File: src/rtl/rd_burst_ctrl.sv
`default_nettype none
// +----------------------------------------------------------------------------+
// | Module : rd_burst_ctrl                                                     |
// | Burst read controller for the line cache: critical-word-first wrapping    |
// | bursts, directory hit/miss, write-conflict arbitration, line allocation    |
// | and fetch, credit-controlled response FIFO.                                |
// | Rev    : 1.0                                                               |
// +----------------------------------------------------------------------------+
module rd_burst_ctrl #(
   parameter int ADDR_WIDTH = 32,
   parameter int DATA_WIDTH = 32,
   parameter int LIST_DEPTH = 4,
   parameter int LIST_WIDTH = 32,
   parameter int MAX_BURST  = 8,
   parameter int FIFO_DEPTH = 4,
   localparam int c_tw = $clog2(LIST_DEPTH),
   localparam int c_ow = $clog2(LIST_WIDTH),
   localparam int c_lw = (MAX_BURST > 1) ? $clog2(MAX_BURST) : 1
) (
   input  logic                    clk,
   input  logic                    rst_n,
   input  logic                    req_valid,
   output logic                    req_ready,
   input  logic [ADDR_WIDTH-1:0]   req_addr,
   input  logic [c_lw-1:0]         req_len,
   output logic                    rsp_valid,
   input  logic                    rsp_ready,
   output logic [DATA_WIDTH-1:0]   rsp_data,
   output logic                    rsp_last,
   output logic                    dir_req,
   output logic [1:0]              dir_cmd,
   output logic [ADDR_WIDTH-1:0]   dir_index,
   input  logic [2:0]              dir_status,
   input  logic [c_tw-1:0]         dir_tag,
   input  logic [ADDR_WIDTH-1:0]   dir_victim,
   input  logic                    alloc_busy,
   output logic [c_tw-1:0]         dir_upd_tag,
   output logic [2:0]              rd_status,
   output logic [ADDR_WIDTH-1:0]   rd_addr,
   output logic [c_tw-1:0]         rd_tag,
   input  logic [2:0]              wr_status,
   input  logic [ADDR_WIDTH-1:0]   wr_addr,
   input  logic [c_tw-1:0]         wr_tag,
   output logic                    fetch_req,
   input  logic                    fetch_gnt,
   input  logic                    fetch_done,
   output logic [1:0]              fetch_cmd,
   output logic [c_tw-1:0]         fetch_tag,
   output logic [ADDR_WIDTH-1:0]   fetch_addr,
   output logic [ADDR_WIDTH-1:0]   fetch_victim,
   output logic                    mem_ren,
   input  logic                    mem_rready,
   output logic [c_tw+c_ow-1:0]    mem_raddr,
   input  logic [DATA_WIDTH-1:0]   mem_rdata,
   input  logic                    mem_rdata_valid,
   output logic [15:0]             miss_cnt
);

   localparam int c_boff = $clog2(DATA_WIDTH / 8);
   localparam int c_loff = c_boff + c_ow;
   localparam int c_pw   = $clog2(FIFO_DEPTH);
   localparam int c_cw   = c_pw + 1;
   localparam logic [c_cw:0] c_credit = (c_cw + 1)'(FIFO_DEPTH);
   localparam logic [c_ow-1:0] c_last_off = c_ow'(LIST_WIDTH - 1);

   localparam logic [2:0] c_s_idle       = 3'd0;
   localparam logic [2:0] c_s_check      = 3'd1;
   localparam logic [2:0] c_s_wait_conf  = 3'd2;
   localparam logic [2:0] c_s_allocate   = 3'd3;
   localparam logic [2:0] c_s_fetch_req  = 3'd4;
   localparam logic [2:0] c_s_wait_fetch = 3'd5;
   localparam logic [2:0] c_s_stream     = 3'd6;

   logic [2:0]            r_state;
   logic [2:0]            w_next;

   logic [ADDR_WIDTH-1:0] r_line_addr;
   logic [c_ow-1:0]       r_offset;
   logic [c_lw:0]         r_remaining;
   logic [c_tw-1:0]       r_tag;
   logic                  r_miss;
   logic [1:0]            r_miss_st;
   logic [15:0]           r_miss_cnt;
   logic [1:0]            r_fetch_cmd;
   logic [c_tw-1:0]       r_fetch_tag;
   logic [ADDR_WIDTH-1:0] r_fetch_addr;
   logic [ADDR_WIDTH-1:0] r_fetch_victim;

   logic                  r_lq [FIFO_DEPTH];
   logic [c_pw-1:0]       r_lq_wp;
   logic [c_pw-1:0]       r_lq_rp;
   logic [c_cw-1:0]       r_inflight;

   logic [DATA_WIDTH:0]   r_fd [FIFO_DEPTH];
   logic [c_pw-1:0]       r_fd_wp;
   logic [c_pw-1:0]       r_fd_rp;
   logic [c_cw-1:0]       r_fifo_cnt;

   logic                  w_req_fire;
   logic                  w_hit;
   logic [ADDR_WIDTH-1:0] w_req_line;
   logic [c_ow-1:0]       w_req_off;
   logic                  w_conflict;
   logic                  w_alloc;
   logic                  w_credit_ok;
   logic                  w_issue;
   logic                  w_fire;
   logic                  w_last_fire;
   logic                  w_ret;
   logic                  w_pop;

   assign w_req_fire  = req_valid && (r_state == c_s_idle);
   assign w_hit       = (dir_status == 3'b001) || (dir_status == 3'b010);
   assign w_req_line  = (req_addr >> c_loff) << c_loff;
   assign w_req_off   = req_addr[c_loff-1:c_boff];
   assign w_conflict  = ((wr_status == 3'b001) || (wr_status == 3'b010)) && (wr_addr == r_line_addr);
   assign w_alloc     = (r_state == c_s_allocate) && !alloc_busy;

   // Credit counts both queued responses and reads still in flight, so the FIFO can never overflow.
   assign w_credit_ok = ({1'b0, r_fifo_cnt} + {1'b0, r_inflight}) < c_credit;
   assign w_issue     = (r_state == c_s_stream) && (r_remaining != '0) && w_credit_ok;
   assign w_fire      = w_issue && mem_rready;
   assign w_last_fire = w_fire && (r_remaining == (c_lw + 1)'(1));
   assign w_ret       = mem_rdata_valid && (r_inflight != '0);
   assign w_pop       = (r_fifo_cnt != '0) && rsp_ready;

   always_ff @(posedge clk or negedge rst_n) begin
      if (!rst_n) begin
         r_state <= c_s_idle;
      end else begin
         r_state <= w_next;
      end
   end

   always_comb begin
      w_next = r_state;
      case (r_state)
         c_s_idle:       if (req_valid) w_next = w_hit ? c_s_stream : c_s_check;
         c_s_check:      w_next = w_conflict ? c_s_wait_conf : c_s_allocate;
         c_s_wait_conf:  if (wr_status == 3'b011) w_next = c_s_stream;
         c_s_allocate:   if (!alloc_busy) w_next = c_s_fetch_req;
         c_s_fetch_req:  if (fetch_gnt) w_next = c_s_wait_fetch;
         c_s_wait_fetch: if (fetch_done) w_next = c_s_stream;
         c_s_stream:     if (w_last_fire) w_next = c_s_idle;
         default:        w_next = c_s_idle;
      endcase
   end

   always_comb begin
      req_ready   = (r_state == c_s_idle);
      dir_req     = 1'b0;
      dir_cmd     = 2'b00;
      dir_index   = '0;
      dir_upd_tag = '0;
      rd_status   = 3'b000;
      fetch_req   = 1'b0;
      mem_ren     = w_issue;
      case (r_state)
         c_s_idle: begin
            if (req_valid) begin
               dir_req   = 1'b1;
               dir_index = w_req_line;
            end
         end
         c_s_check: rd_status = 3'b001;
         c_s_allocate: begin
            rd_status = 3'b010;
            if (!alloc_busy) begin
               dir_req   = 1'b1;
               dir_cmd   = 2'b10;
               dir_index = r_line_addr;
            end
         end
         c_s_fetch_req: begin
            rd_status = 3'b010;
            fetch_req = 1'b1;
         end
         c_s_wait_fetch: rd_status = 3'b010;
         c_s_stream: begin
            if (r_miss) rd_status = w_last_fire ? 3'b011 : 3'b010;
            if (w_last_fire) begin
               dir_req     = 1'b1;
               dir_cmd     = 2'b11;
               dir_index   = r_line_addr;
               dir_upd_tag = r_tag;
            end
         end
         default: ;
      endcase
   end

   always_ff @(posedge clk or negedge rst_n) begin
      if (!rst_n) begin
         r_line_addr    <= '0;
         r_offset       <= '0;
         r_remaining    <= '0;
         r_tag          <= '0;
         r_miss         <= 1'b0;
         r_miss_st      <= 2'b00;
         r_miss_cnt     <= 16'd0;
         r_fetch_cmd    <= 2'b00;
         r_fetch_tag    <= '0;
         r_fetch_addr   <= '0;
         r_fetch_victim <= '0;
      end else begin
         if (w_req_fire) begin
            r_line_addr <= w_req_line;
            r_offset    <= w_req_off;
            r_remaining <= {1'b0, req_len} + (c_lw + 1)'(1);
            r_tag       <= dir_tag;
            r_miss      <= !w_hit;
            r_miss_st   <= dir_status[1:0];
            if (!w_hit && (r_miss_cnt != 16'hFFFF)) r_miss_cnt <= r_miss_cnt + 16'd1;
         end
         if ((r_state == c_s_wait_conf) && (wr_status == 3'b011)) r_tag <= wr_tag;
         if (w_alloc) begin
            r_tag          <= dir_tag;
            r_fetch_tag    <= dir_tag;
            r_fetch_addr   <= r_line_addr;
            r_fetch_victim <= dir_victim;
            r_fetch_cmd    <= r_miss_st;
         end
         if (w_fire) begin
            r_offset    <= (r_offset == c_last_off) ? '0 : r_offset + c_ow'(1);
            r_remaining <= r_remaining - (c_lw + 1)'(1);
         end
      end
   end

   // Last-bit queue mirrors in-flight reads; its occupancy is the in-flight count.
   always_ff @(posedge clk or negedge rst_n) begin
      if (!rst_n) begin
         for (int i = 0; i < FIFO_DEPTH; i++) r_lq[i] <= 1'b0;
         r_lq_wp    <= '0;
         r_lq_rp    <= '0;
         r_inflight <= '0;
      end else begin
         if (w_fire) begin
            r_lq[r_lq_wp] <= w_last_fire;
            r_lq_wp       <= r_lq_wp + c_pw'(1);
         end
         if (w_ret) r_lq_rp <= r_lq_rp + c_pw'(1);
         case ({w_fire, w_ret})
            2'b10:   r_inflight <= r_inflight + c_cw'(1);
            2'b01:   r_inflight <= r_inflight - c_cw'(1);
            default: r_inflight <= r_inflight;
         endcase
      end
   end

   always_ff @(posedge clk or negedge rst_n) begin
      if (!rst_n) begin
         for (int i = 0; i < FIFO_DEPTH; i++) r_fd[i] <= '0;
         r_fd_wp    <= '0;
         r_fd_rp    <= '0;
         r_fifo_cnt <= '0;
      end else begin
         if (w_ret) begin
            r_fd[r_fd_wp] <= {mem_rdata, r_lq[r_lq_rp]};
            r_fd_wp       <= r_fd_wp + c_pw'(1);
         end
         if (w_pop) r_fd_rp <= r_fd_rp + c_pw'(1);
         case ({w_ret, w_pop})
            2'b10:   r_fifo_cnt <= r_fifo_cnt + c_cw'(1);
            2'b01:   r_fifo_cnt <= r_fifo_cnt - c_cw'(1);
            default: r_fifo_cnt <= r_fifo_cnt;
         endcase
      end
   end

   assign rsp_valid    = (r_fifo_cnt != '0);
   assign rsp_data     = r_fd[r_fd_rp][DATA_WIDTH:1];
   assign rsp_last     = r_fd[r_fd_rp][0];
   assign rd_addr      = r_line_addr;
   assign rd_tag       = r_tag;
   assign fetch_cmd    = r_fetch_cmd;
   assign fetch_tag    = r_fetch_tag;
   assign fetch_addr   = r_fetch_addr;
   assign fetch_victim = r_fetch_victim;
   assign mem_raddr    = w_issue ? {r_tag, r_offset} : '0;
   assign miss_cnt     = r_miss_cnt;

endmodule
`default_nettype wire

File: config.mk
export PLATFORM = sky130hd
export DESIGN_NAME = rd_burst_ctrl
export DESIGN_NICKNAME = d
export VERILOG_FILES = /design/src/rtl/rd_burst_ctrl.sv
export SDC_FILE = /design/constraint.sdc
export NUM_CORES = 1
export LEC_CHECK = 0
export BUFFER_PORTS_ARGS = -buffer_cell sky130_fd_sc_hd__buf_2
export CAP_MARGIN = 10
export CORE_MARGIN = 1
export CORE_UTILIZATION = 53
export CTS_CLUSTER_SIZE = 8
export DETAILED_ROUTE_END_ITERATION = 6
export PLACE_DENSITY = 0.81
export SLEW_MARGIN = 20
export SYNTH_ARGS = -nofsm -noshare
export SYNTH_HDL_FRONTEND = slang
export SYNTH_SLANG_ARGS = --single-unit
File: constraint.sdc
create_clock -name clk -period 3.8 [get_ports clk]
set_clock_uncertainty 0.1 [all_clocks]
set_input_delay 0.19 -clock clk [delete_from_list [all_inputs] [get_ports clk]]
set_output_delay 0.19 -clock clk [all_outputs]
set_load 0.01 [all_outputs]
==> impl_metrics.ini <==
[status]
status = complete, no violations

[floorplan]
top_level_ports = 352
initial_core_util_pct = 54.7
dieWidth_um = 156
core_um2 = 22800
dieArea_um2 = 24200
dieHeight_um = 156
rows = 55

[placed_design]
numPlacedInstances = 1532
port-buffer-count = 327
gp_congestion = 0.907
hpwl_um = 21400

[logic_synthesis]
synth.distinct_cells = 54
ys_seq_area_share_pct = 53.9
synth_ff_type = dfrtp_1
syn-cell-area_um2 = 12500
syn_avg_cell_area_um2 = 13.5
yosysWarningCount = 0
synth_edf_count = 0
synth_cells = 925
synth-seq-cells = 269
async_flop_share_pct = 100

[timing]
tightestPinTransition_ps = 941
hold_viol = 0
setup_viol = 0
max_slew_margin_pct = 37.3
fin_crit_sh_pct = 86.6
timing.fmax_ghz = 0.304
setup-tns-final_ps = 0
rsz0062_at_grt = no
finalMaxSlewViolations = 0
period_needed_ps = 3290

[grt]
antenna_found_initial = 2
gr-total-overflow = 0
grt_pass1_wl_um = 53800
grt_usage_pct = 28.9
grt_max_degree = 108
first_global_vias = 10100

[worst_hold_path]
holdCritPathClass = in -> reg

[setup_path]
worstPathCellList = ha_1, or3_4, nor2_1, and3_1, or2_1, buf_4, a22o_1, buf_2
crit_arrival_ps = 3000
path_class = reg -> out
critPathMaxFanout = 26
startpoint_type = register
worstPathRequired_ps = 3510
cp_slowest_cell = and3_1
max_stage_delay_ps = 450
cp-end-kind = primary output

[route]
wl_um = 34200
via_per_inst = 5.49
wl_per_cell_um = 20.3
drt-initial-drc-count = 446
ant_nets = 0
first_pass_iters = 5
vias = 9253
drc_errors = 0

[pwr]
p_leak_nw = 7.95
power_density_nw_per_um2 = 829
ir_drop_mv = 0.533

[layout]
area_delta_synth_final_pct = 31.8
fin_nets = 1538
drive_gt1_share_pct = 46.1
fin_cells = 1686
fillers = 1523

[clock_tree]
clk_latency_ps = 510
cts_tree = built
cts-root-buf = clkbuf_16
clockBufferDepth = 3
cts_resized = 0
cts_inserted_buffers = 39
cts_htree_levels = 2
clk_pin_slew_worst_paths_ps = 50
clock_sinks = 269

[job]
maxCapViolCount = 0
==> registers in the layout, summed over array words and instances (netlist names), 4 cells and up <==
name and flops:
r_fd 132, fetch_victim 32, fetch_addr 25, rd_addr 25
miss_cnt 16, r_offset 5, r_lq 4, r_remaining 4
==> cells in the mapped netlist (3+ instances only) <==
master | count | area, µm²
nor4_1 | 4 | 25.0
a221o_1 | 5 | 50.1
nor3_1 | 5 | 25.0
ha_1 | 19 | 238
clkbuf_1 | 14 | 52.6
nor2_1 | 16 | 60.1
nand3_1 | 5 | 25.0
inv_1 | 17 | 63.8
xnor2_1 | 46 | 403
and3_1 | 7 | 43.8
buf_1 | 4 | 15.0
nand2_1 | 105 | 394
or3_1 | 3 | 18.8
dfrtp_1 | 269 | 6730
xor2_1 | 10 | 87.6
and2_2 | 7 | 52.6
nor3b_1 | 3 | 22.5
mux4_2 | 34 | 766
a21o_1 | 3 | 22.5
buf_4 | 23 | 173
mux2_2 | 195 | 2200
a22o_1 | 30 | 263
nand4_1 | 14 | 87.6
and2_1 | 7 | 43.8
and4_1 | 3 | 26.3
mux2i_1 | 6 | 60.1
buf_2 | 26 | 130
o21ai_0 | 7 | 35.0
a21oi_1 | 5 | 25.0
nand3b_1 | 4 | 30.0
==> per-stage QoR <==
| step | setup slack [ps] | utilization [%] | power, mW | hold WS (ps) | area [µm²] |
|---|---|---|---|---|---|
| after global placement | 889 | 62.8 | 10.2 | 202 | 14300 |
| after global routing | 360 | 72.1 | 14.4 | 74.5 | 16500 |
| after detailed placement | 843 | 62.8 | 10.4 | 211 | 14300 |
| after floorplan | 1000 | - | 8.52 | -206 | 12600 |
| final | 510 | 72.1 | 13.6 | 62.1 | 16500 |
| after CTS | 490 | 72.0 | 13.6 | 29.3 | 16500 |
==> critical path: cells and delay by family, from the launching register on <==
family	cells	cell delay (ps)
simple gates	4	1100
fa+ha+maj	1	300
flops	1	420
buf+inv	2	470
compound gates	1	210
==> report_power, final <==
group	internal [mW]	switching (mW)
combinational	2.85	2.50
sequential	4.21	1.06
clock	1.85	1.17
==> cell type report <==
class                      count  area, µm²  area share (%)
timing repair buffer         449       2860            17.3
sequential                   269       6730            40.9
multi-input combinational    591       5380            32.7
clock buffer                  41       1000            6.10
clock inverter                 3       30.0           0.182
inverter                      17       63.8           0.388
tap                          313        392            2.38
antenna                        3       7.51          0.0456
==> per-layer routing <==
| metal | share of wire (%) | GRT usage, % | routed length, µm | vias to the layer above |
|---|---|---|---|---|
| met5 | 0 | 0 | 0 | - |
| met2 | 50 | 49.4 | 17200 | 350 |
| met1 | 39 | 34.6 | 13300 | 4704 |
| met3 | 7.7 | 8.13 | 2640 | 73 |
| li1 | - | - | - | 4126 |
| met4 | 3.0 | 11.3 | 1040 | 0 |
==> what timing repair did <==
item                                   in CTS  in global routing
hold buffers                              107                  0
endpoints found under the hold margin     306                  0
setup buffers                               0                  0
==> final timing paths <==
check / start / endpoint / slack [ps] / cells past startpoint
worst max-delay path: r_inflight[2]$_DFFE_PN0P_ / dir_index[7] / 510 / 8
worst min-delay path: mem_rready / r_lq_wp[0]$_DFFE_PN0N_ / 60 / 3
worst max register to register: r_inflight[2]$_DFFE_PN0P_ / r_inflight[2]$_DFFE_PN0P_ / 820 / 12
worst min register to register: r_fd_rp[1]$_DFFE_PN0P_ / r_fd_rp[1]$_DFFE_PN0P_ / 380 / 1
max in group asynchronous: rst_n / miss_cnt[1]$_DFFE_PN0P_ / 2390 / 3
min in group asynchronous: rst_n / r_fd[7]$_DFFE_PN0P_ / 210 / 2
==> cells by family after synthesis <==
kind of cell | count (synthesis) | synth area share (%)
DFF | 269 | 53.9
muxes | 235 | 24.2
and+or+nand+nor | 195 | 7.73
buffers and inverters | 86 | 3.75
AOI/OAI and AO/OA | 62 | 4.27
xor gates and xnor gates | 56 | 3.93
adders and majority gates | 21 | 2.22
other | 1 | 0.0300
==> cells in the final DEF, fill, tap and decap left out, types with 13 or more instances in the layout <==
cell type | netlist | final
buf_2 | 26 | 326
dfrtp_1 | 269 | 268
mux2_2 | 195 | 195
dlygate4sd3_1 | 0 | 107
nand2_1 | 105 | 104
xnor2_1 | 46 | 46
clkbuf_16 | 0 | 40
mux4_2 | 34 | 34
a22o_1 | 30 | 30
conb_1 | 1 | 22
ha_1 | 19 | 19
inv_1 | 17 | 17
nor2_1 | 16 | 16
nand4_1 | 14 | 14
buf_4 | 23 | 13
Power figures use the tool's default switching activity.
